<file path="config.mk">
export PLATFORM = sky130hd
export DESIGN_NAME = adc_scan_sequencer
export DESIGN_NICKNAME = d
export VERILOG_FILES = /design/src/rtl/adc_scan_sequencer.sv
export SDC_FILE = /design/constraint.sdc
export NUM_CORES = 1
export LEC_CHECK = 0
export ABC_AREA = 1
export BUFFER_PORTS_ARGS = -buffer_cell sky130_fd_sc_hd__buf_2
export CAP_MARGIN = 5
export CORE_UTILIZATION = 50
export CTS_BUF_LIST = sky130_fd_sc_hd__clkbuf_16
export DETAILED_ROUTE_END_ITERATION = 8
export GPL_TIMING_DRIVEN = 0
export PLACE_DENSITY_LB_ADDON = 0.3
export SYNTH_ARGS = -nofsm -noshare
export SYNTH_HDL_FRONTEND = slang
export SYNTH_SLANG_ARGS = --single-unit
</file>
<file path="constraint.sdc">
create_clock -name clk -period 2.9 [get_ports clk]
set_input_delay 0.145 -clock clk [delete_from_list [all_inputs] [get_ports clk]]
set_output_delay 0.145 -clock clk [all_outputs]
set_load 0.05 [all_outputs]
</file>
<file path="src/rtl/adc_scan_sequencer.sv">
// -----------------------------------------------------------------------------
// adc_scan_sequencer
//
// Autonomous channel-scan scheduler for the AD7811 SPI conversion engine.
// A scan starts periodically or on a software trigger. It issues one control
// word per enabled channel, in ascending channel order, over a valid/ready
// command port. It collects one in-order result per command and keeps the
// latest result per channel together with sticky new-result flags.
//
// Ports
//   clk, rst_n      system clock, asynchronous active-low reset
//   cfg_enable      enable periodic scanning
//   cfg_period      scan period in clk cycles (0 = back-to-back scans)
//   cfg_ch_mask     channels included in a scan
//   cfg_ctrl_word   base control word; the channel field is replaced per channel
//   sw_trig         one-cycle request for a single scan
//   cmd_valid/ready/data   command handshake towards the engine TX FIFO
//   rsp_valid/data  in-order conversion result (no backpressure)
//   res_data        latest result per channel, ch0 in the LSBs
//   res_valid       sticky per-channel new-result flags, cleared by res_clr
//   busy            scan in progress
//   scan_done       one-cycle pulse when a scan completes normally
//   err_timeout     sticky flag: no response within RSP_TIMEOUT cycles
//   err_overrun     sticky flag: periodic tick arrived while busy
//   err_clr         clears both error flags
// -----------------------------------------------------------------------------
module adc_scan_sequencer #(
   parameter int N_CH        = 4,
   parameter int DATA_WIDTH  = 10,
   parameter int CH_LSB      = 3,
   parameter int PERIOD_W    = 24,
   parameter int RSP_TIMEOUT = 1024
) (
   input  logic                       clk,
   input  logic                       rst_n,
   input  logic                       cfg_enable,
   input  logic [PERIOD_W-1:0]        cfg_period,
   input  logic [N_CH-1:0]            cfg_ch_mask,
   input  logic [DATA_WIDTH-1:0]      cfg_ctrl_word,
   input  logic                       sw_trig,
   output logic                       cmd_valid,
   input  logic                       cmd_ready,
   output logic [DATA_WIDTH-1:0]      cmd_data,
   input  logic                       rsp_valid,
   input  logic [DATA_WIDTH-1:0]      rsp_data,
   output logic [N_CH*DATA_WIDTH-1:0] res_data,
   output logic [N_CH-1:0]            res_valid,
   input  logic [N_CH-1:0]            res_clr,
   output logic                       busy,
   output logic                       scan_done,
   output logic                       err_timeout,
   output logic                       err_overrun,
   input  logic                       err_clr
);

   localparam int PTR_W = (N_CH > 1) ? $clog2(N_CH) : 1;
   localparam int TMO_W = (RSP_TIMEOUT > 1) ? $clog2(RSP_TIMEOUT) : 1;

   typedef enum logic [1:0] {IDLE, ISSUE, WAIT_RSP} state_e;

   state_e                    state_q, state_d;
   logic [PTR_W-1:0]          ptr_q, ptr_d;
   logic [N_CH-1:0]           mask_q, mask_d;
   logic [PERIOD_W-1:0]       cnt_q, cnt_d;
   logic [TMO_W-1:0]          tmo_q, tmo_d;
   logic                      cmd_valid_q, cmd_valid_d;
   logic [DATA_WIDTH-1:0]     cmd_data_q, cmd_data_d;
   logic [N_CH*DATA_WIDTH-1:0] res_data_q, res_data_d;
   logic [N_CH-1:0]           res_valid_q, res_valid_d;
   logic                      busy_q, busy_d;
   logic                      scan_done_q, scan_done_d;
   logic                      err_timeout_q, err_timeout_d;
   logic                      err_overrun_q, err_overrun_d;

   logic                      tick;
   logic                      has_next;
   logic [PTR_W-1:0]          next_ptr;
   logic [PTR_W-1:0]          first_ptr;
   logic [N_CH-1:0]           res_set;
   logic                      timeout_set;

   // Control word for a channel: base word with the channel field replaced.
   function automatic logic [DATA_WIDTH-1:0] word_for(input logic [DATA_WIDTH-1:0] base,
                                                      input logic [PTR_W-1:0]      ch);
      logic [DATA_WIDTH-1:0] w;
      w = base;
      w[CH_LSB +: PTR_W] = ch;
      return w;
   endfunction

   always_comb begin
      // NOTE: every combinational output gets a default first so that no path
      // leaves it unassigned, which would otherwise infer a latch.
      tick      = 1'b0;
      cnt_d     = cnt_q;
      has_next  = 1'b0;
      next_ptr  = '0;
      first_ptr = '0;

      // Period timer. The >= compare lets a period shortened below the
      // current count tick at once instead of waiting for a full wrap.
      if (!cfg_enable) begin
         cnt_d = '0;
      end else if (cfg_period == '0) begin
         tick = (state_q == IDLE);
      end else if (cnt_q >= cfg_period - PERIOD_W'(1)) begin
         tick  = 1'b1;
         cnt_d = '0;
      end else begin
         cnt_d = cnt_q + PERIOD_W'(1);
      end

      // Descending scans leave the lowest qualifying index as the result.
      for (int i = N_CH - 1; i >= 0; i--) begin
         if (mask_q[i] && (i > int'(ptr_q))) begin
            has_next = 1'b1;
            next_ptr = PTR_W'(i);
         end
         if (cfg_ch_mask[i]) begin
            first_ptr = PTR_W'(i);
         end
      end
   end

   always_comb begin
      state_d     = state_q;
      ptr_d       = ptr_q;
      mask_d      = mask_q;
      tmo_d       = tmo_q;
      cmd_valid_d = cmd_valid_q;
      cmd_data_d  = cmd_data_q;
      busy_d      = busy_q;
      scan_done_d = 1'b0;
      res_data_d  = res_data_q;
      res_set     = '0;
      timeout_set = 1'b0;

      unique case (state_q)
         IDLE: begin
            if ((tick || sw_trig) && (cfg_ch_mask != '0)) begin
               state_d     = ISSUE;
               mask_d      = cfg_ch_mask;
               ptr_d       = first_ptr;
               cmd_valid_d = 1'b1;
               cmd_data_d  = word_for(cfg_ctrl_word, first_ptr);
               busy_d      = 1'b1;
            end
         end
         ISSUE: begin
            if (cmd_ready) begin
               state_d     = WAIT_RSP;
               cmd_valid_d = 1'b0;
               tmo_d       = '0;
            end
         end
         WAIT_RSP: begin
            if (rsp_valid) begin
               res_data_d[int'(ptr_q)*DATA_WIDTH +: DATA_WIDTH] = rsp_data;
               res_set[ptr_q] = 1'b1;
               if (has_next) begin
                  state_d     = ISSUE;
                  ptr_d       = next_ptr;
                  cmd_valid_d = 1'b1;
                  cmd_data_d  = word_for(cfg_ctrl_word, next_ptr);
               end else begin
                  state_d     = IDLE;
                  busy_d      = 1'b0;
                  scan_done_d = 1'b1;
               end
            end else if (tmo_q == TMO_W'(RSP_TIMEOUT - 1)) begin
               state_d     = IDLE;
               busy_d      = 1'b0;
               timeout_set = 1'b1;
            end else begin
               tmo_d = tmo_q + TMO_W'(1);
            end
         end
         default: begin
            state_d     = IDLE;
            cmd_valid_d = 1'b0;
            busy_d      = 1'b0;
         end
      endcase

      // Set beats clear on every sticky flag.
      res_valid_d   = (res_valid_q & ~res_clr) | res_set;
      err_timeout_d = (err_timeout_q & ~err_clr) | timeout_set;
      // A tick outside IDLE can only come from a non-zero period.
      err_overrun_d = (err_overrun_q & ~err_clr) | (tick && (state_q != IDLE));
   end

   // NOTE: sequential state uses non-blocking assignments only, so every flop
   // samples the values from before this edge regardless of statement order.
   always_ff @(posedge clk or negedge rst_n) begin
      if (!rst_n) begin
         state_q       <= IDLE;
         ptr_q         <= '0;
         mask_q        <= '0;
         cnt_q         <= '0;
         tmo_q         <= '0;
         cmd_valid_q   <= 1'b0;
         cmd_data_q    <= '0;
         // NOTE: the result store is a small flop bank, not a RAM, so it can
         // take a reset value and reads back as zero after reset.
         res_data_q    <= '0;
         res_valid_q   <= '0;
         busy_q        <= 1'b0;
         scan_done_q   <= 1'b0;
         err_timeout_q <= 1'b0;
         err_overrun_q <= 1'b0;
      end else begin
         state_q       <= state_d;
         ptr_q         <= ptr_d;
         mask_q        <= mask_d;
         cnt_q         <= cnt_d;
         tmo_q         <= tmo_d;
         cmd_valid_q   <= cmd_valid_d;
         cmd_data_q    <= cmd_data_d;
         res_data_q    <= res_data_d;
         res_valid_q   <= res_valid_d;
         busy_q        <= busy_d;
         scan_done_q   <= scan_done_d;
         err_timeout_q <= err_timeout_d;
         err_overrun_q <= err_overrun_d;
      end
   end

   assign cmd_valid   = cmd_valid_q;
   assign cmd_data    = cmd_data_q;
   assign res_data    = res_data_q;
   assign res_valid   = res_valid_q;
   assign busy        = busy_q;
   assign scan_done   = scan_done_q;
   assign err_timeout = err_timeout_q;
   assign err_overrun = err_overrun_q;

endmodule

</file>
# After elaboration in Yosys (flattened, before gate mapping)
# Cells that the tools add are included.
word_totals:
  reg_bits: 101
  in_bits: 59
  output_inout_bits: 59
  wordCells: 121
classes:
  addsub: 4
  multipliers: 1
  n_lt_le_gt_ge: 6
  eq_ne: 12
  shift: 2
  n_mux: 54
  bitwise_logic: 9
  reduce_logical: 20
ops:
  columns: ["operator", "count"]
  rows:
  - ["$mux W24", 3]
  - ["$mux W10", 6]
  - ["$bwmux W40", 1]
  - ["$pmux W10 S2", 2]
  - ["$shift A10 B33 Y40 const A", 1]
  - ["$shiftx A10 B33 Y40", 1]
  - ["$neg A6 Y33", 1]
  - ["$mux W2", 14]
  - ["$add A24 B1 Y24 const B", 1]
  - ["$ge A24 B24 Y1", 1]
  - ["$logic_not A24 Y1", 1]
  - ["$sub A24 B1 Y24 const B", 1]
  - ["$mux W1", 21]
  - ["$reduce_and A4 Y1", 4]
  - ["$ne A2 B2 Y1 const B", 6]
  - ["$add A10 B1 Y10 const B", 1]
  - ["$eq A10 B10 Y1 const B", 1]
  - ["$mux W4", 2]
  - ["$logic_and A1 B1 Y1", 6]
  - ["$ne A3 B3 Y1 const B", 2]
  - ["$pmux W1 S3", 2]
  - ["$pmux W2 S3", 1]
  - ["$reduce_bool A2 Y1", 3]
  - ["$mul A2 B3 Y5 const B", 1]
  - ["20 further kinds", 25]

# Logic depth before layout (Yosys ltp)
logic_depth:
  word_depth: 9
  mapped_depth: 26
  depth_no_buf: 25

# Least setup slack after synthesis
# Ideal clock, no wire load.
synth_timing:
  kind: "input port to flip-flop"
  from: "input cfg_period[0]"
  to: "register cmd_data_q[0], in the netlist cmd_data[0]"
  setup_time_ps: 119
  t_arrival_ps: 2660
  t_required_ps: 2781
  path_slack_ps: 122
  cell_stages: 24
  n_path_buf: 1
  path_cell_list: "inv_1 -> ha_1 -> nand2_1 -> nor2_1 -> nand2_1 -> nor3_2 -> nand4_1 -> o21ai_1 -> inv_1 -> ha_1 -> nand2_1 -> nor2_1 -> nand4_1 -> nor2_1 -> nand2_1 -> nand3_4 -> nand2_4 -> nand2_4 -> nand3_4 -> nand2_4 -> inv_2 -> buf_6 -> nand2_2 -> nand2_1"
synth_via:
  elab_chain_cells: 9
  elab_cells_between_ends: 10
  classes_between: "1 x add/sub; 1 x order compare; 1 x eq/ne; 3 x mux; 4 x reduce/logical"
synth_rtl:
  columns: ["element", "line", "text"]
  rows:
  - ["start: declaration", "37", "input logic [PERIOD_W-1:0] cfg_period,"]
  - ["$sub A24 B1 Y24", "106", "end else if (cnt_q >= cfg_period - PERIOD_W'(1)) begin"]
  - ["$ge A24 B24 Y1", "106", null]
  - ["$mux W1", "106", null]
  - ["$mux W1 (*)", "104", "end else if (cfg_period == '0) begin"]
  - ["$mux W1 (*)", "102", "if (!cfg_enable) begin"]
  - ["$logic_or A1 B1 Y1 (*)", "140", "if ((tick || sw_trig) && (cfg_ch_mask != '0)) begin"]
  - ["$logic_and A1 B1 Y1 (*)", "140", null]
  - ["$ne A2 B1 Y1 (no source line) (*)", null, null]
  - ["$reduce_and A4 Y1 (no source line) (*)", null, null]
  - ["end signal: assignment", "218", "cmd_data_q <= cmd_data_d;"]
  - ["end: declaration", "67", "logic [DATA_WIDTH-1:0] cmd_data_q, cmd_data_d;"]
# Every way passes the cells marked *; elsewhere a longest branch is shown, timed or not.
# A chain may end at the register's enable or synchronous reset.

# Worst setup path after layout
layout_timing:
  from: "input cfg_period[3]"
  to: "register cnt_q[20]"
layout_via:
  elab_chain_cells: 5
  elab_cells_between_ends: 7
  classes_between: "1 x add/sub; 1 x order compare; 1 x eq/ne; 3 x mux; 1 x reduce/logical"
layout_rtl:
  columns: ["element", "line", "text"]
  rows:
  - ["$sub A24 B1 Y24", "106", null]
  - ["$ge A24 B24 Y1", "106", null]
  - ["$mux W24", "106", null]
  - ["$mux W24", "104", null]
  - ["$mux W24", "102", null]
  - ["end signal: assignment", "215", "cnt_q <= cnt_d;"]
  - ["end: declaration", "64", "logic [PERIOD_W-1:0] cnt_q, cnt_d;"]
# Several ways; a longest one is shown, not always the timed one. The select of a mux whose other input is x is not followed.

==> metrics.csv <==
stage,metric,value,unit
status,status,completed,
cells_and_area,num_antenna_cells,0,
floorplanning,die_x,114,um
cells_and_area,drive_above_1_share,0.220,
clocking,htreeDepth,3,
clocking,clock_latency,350,ps
grt,grt_usage,0.253,
placed_design,place_area,0.00712,sq mm
synthesis,synth_cells,823,
grt,overflow,0,
clocking,path_clk_slew,70,ps
grt,grt_pass1_wl,26100,um
sta,worstMarginPinSlew,641,ps
setup_path,crit_type,in -> reg,
synthesis,synth_async_sr_flop_share,1.00,
drt,dr.pass1.iters,5,
floorplanning,ios,118,
drt,post-route-drc-count,0,
sta,timing.fmax,368,MHz
setup_path,cp-end-kind,flip-flop,
synthesis,yosysSeqAreaShare,0.388,
clocking,cts-root-buf,clkbuf_16,
grt,grt_pass1_vias,5718,
power,powerDensity,809,mW/mm^2
floorplanning,start_util,0.519,
setup_path,critPathArrivalTime,2980,ps
worst_hold_path,whs_path_depth,2,
setup_path,r2r_start,ptr_q[0]$_DFFE_PN0P_,
sta,fin_crit_sh,0.937,
cells_and_area,fill_cells,1125,
cells_and_area,final_cell_mix,"nand2_1, buf_2, inv_1, o21ai_0, dfrtp_1",
synthesis,yosysUniqueCellTypes,48,
sta,setup_violations,0,
power,total_power,6.34,mW
grt,grt_max_degree,54,
setup_path,worstPathMaxFanout,9,
synthesis,syn_area_per_cell,7.67,sq um
clocking,tritoncts,yes,
run,max_cap_viol_count,0,
synthesis,ys_warn_count,0,
synthesis,syn-num-nets,917,
power,leakagePower,3.92,nW
clocking,cts_buffer_depth,2,
sta,skew,11.7,ps
grt,antenna_found_initial,0,
synthesis,synth_edf_count,0,
cells_and_area,layout_commonest_cell,nand2_1,
clocking,numCtsBuffers,9,
drt,post_drt_wl_per_cell,14.1,um
sta,finalMaxSlewViolations,0,
setup_path,worstSetupStartpointType,input pin,
setup_path,r2r_cells,10,
cells_and_area,final_util,0.644,
sta,maxSlewHeadroom,0.569,
setup_path,r2r_setup_slack,330,ps
sta,hold_violations,0,
synthesis,synth_area,0.00631,sq mm
sta,period_needed,2720,ps
clocking,cts_sinks,98,
drt,drt-vias-per-instance,5.23,
drt,drt_iter0_markers,297,
cells_and_area,layout.nets,1072,
floorplanning,coreArea,0.0122,sq mm
synthesis,synth_flop_cell,dfrtp_1,
floorplanning,rows,40,
drt,postRouteWirelength,16200,um
sta,whs,16.1,ps
setup_path,required,3160,ps
cells_and_area,fin_area,0.00783,sq mm
synthesis,ys_ff_latch,98,
worst_hold_path,min_to,res_valid[3]$_DFF_PN0_,
floorplanning,die_h,114,um
setup_path,reg2reg_to,res_data[31]$_DFFE_PN0P_,
drt,ant_nets,0,
placed_design,gp_congestion,0.928,
worst_hold_path,hold_path.class,in -> reg,
floorplanning,die_area,0.0131,sq mm
drt,vias,6014,
sta,tns,0,ps
power,ir_drop,0.000773,V
placed_design,io_buffer_count,114,
worst_hold_path,hold_start,res_clr[3],
placed_design,dpl.hpwl,11900,um
cells_and_area,flow.area_growth_from_synthesis,24.0,%
==> state kept, by name, summed over array words and instances, names as in the netlist, 2 cells and up <==
name       count
tmo_q         10
cnt_q         24
mask_q         3
res_valid      4
cmd_data       9
state_q        2
res_data      40
==> per-stage QoR <==
stage,worst slack (ps),cells
floorplan,122,823
global placement,-432,1105
detailed placement,-489,1106
CTS,16.1,1138
global route,-65.1,1151
finish,184,1151
==> power breakdown <==
part / leakage (nW) / internal (mW) / total, mW / switching, mW
combinational: 2.47 / 0.867 / 3.24 / 2.38
sequential: 1.31 / 1.70 / 1.93 / 0.231
clock: 0.137 / 0.598 / 1.16 / 0.566
==> critical path, stage by stage <==
cell and delay [ps]:
buf_2 130, inv_2 70, nand2_2 50, inv_2 60
nand2_4 70, nor2_4 100, buf_6 110, nand4_1 130
nor4_2 280, xor2_1 190, inv_1 70, ha_1 280
nand2_1 70, inv_2 40, nand2_1 50, nand2_1 40
nand2_1 50, nand2_1 80, nor2_4 110, nand3_4 110
buf_4 160, nor2_4 150, inv_2 120, a21oi_1 130
o21ai_1 80, o21ai_0 80
==> cells in the mapped netlist, types with 3 or more instances <==
master      n  area share
nor3_1     17       0.013
o22ai_1    21       0.021
inv_1     112       0.067
a21oi_1    24       0.019
o21a_1      5      0.0059
clkbuf_1   16      0.0095
nor2_1     61       0.036
nor2_4      3      0.0054
nand2_2     9      0.0089
o21ai_1     4      0.0032
dfrtp_1    98        0.39
inv_2       6      0.0036
o21ai_0   107       0.085
nand3_1    32       0.025
clkinv_1    3      0.0018
nand4_1    11       0.011
xnor2_1     5      0.0069
a32o_1      5      0.0079
nor4_1      4      0.0040
nor2_2      6      0.0059
xor2_1     30       0.042
ha_1       35       0.069
nand2_1   169        0.10
nand2_4     4      0.0071
==> layer usage <==
layer,global-route usage,vias to the layer above,share of wire
met3,0.0408,22,0.053
met1,0.334,2784,0.45
met4,0.0805,0,0.018
li1,-,3031,-
met5,0,-,0
met2,0.427,177,0.48
==> worst max path at each step <==
stage,from,to,slack [ps],cells after the start
2_1_floorplan,cfg_period[0],cmd_data[0]$_DFFE_PN0P_,120,24
3_3_place_gp,cfg_period[0],cmd_data[9]$_DFFE_PN0P_,-430,25
3_5_place_dp,cfg_period[2],cmd_data[1]$_DFFE_PN0P_,-490,24
4_1_cts,cfg_period[2],cmd_data[1]$_DFFE_PN0P_,20,24
5_1_grt,cfg_period[3],cmd_data[1]$_DFFE_PN0P_,-70,26
6_report,cfg_period[3],cnt_q[20]$_DFFE_PN0P_,180,26
==> cell families (layout without fill, tap and decap cells) <==
logic type | count (synthesis) | count (layout) | share of synthesized area
simple gates | 329 | 329 | 0.240
mux | 2 | 2 | 0.00357
fa+ha+maj | 35 | 35 | 0.0694
buf+inv | 140 | 300 | 0.0858
flops | 98 | 98 | 0.388
compound gates | 184 | 184 | 0.165
xor+xnor | 35 | 35 | 0.0486
==> layout make-up <==
| type | instances | area [sq um] | share of cell area |
|---|---|---|---|
| buffer | 18 | 90.1 | 0.0115 |
| clock buffer | 9 | 225 | 0.0288 |
| clock inverter | 7 | 57.6 | 0.00735 |
| inverter | 121 | 464 | 0.0593 |
| multi-input combinational | 585 | 3450 | 0.440 |
| sequential | 98 | 2450 | 0.313 |
| tap | 168 | 210 | 0.0268 |
| timing repair buffer | 145 | 883 | 0.113 |
==> repair_timing <==
action,CTS,global route
setup buffers,4,13
endpoints found under the setup margin,33,52
hold buffers,12,0
cloned,0,1
hold endpoints to repair,56,0
gates resized for setup,6,38
pin swaps,10,20
Power figures use the tool's default switching activity.
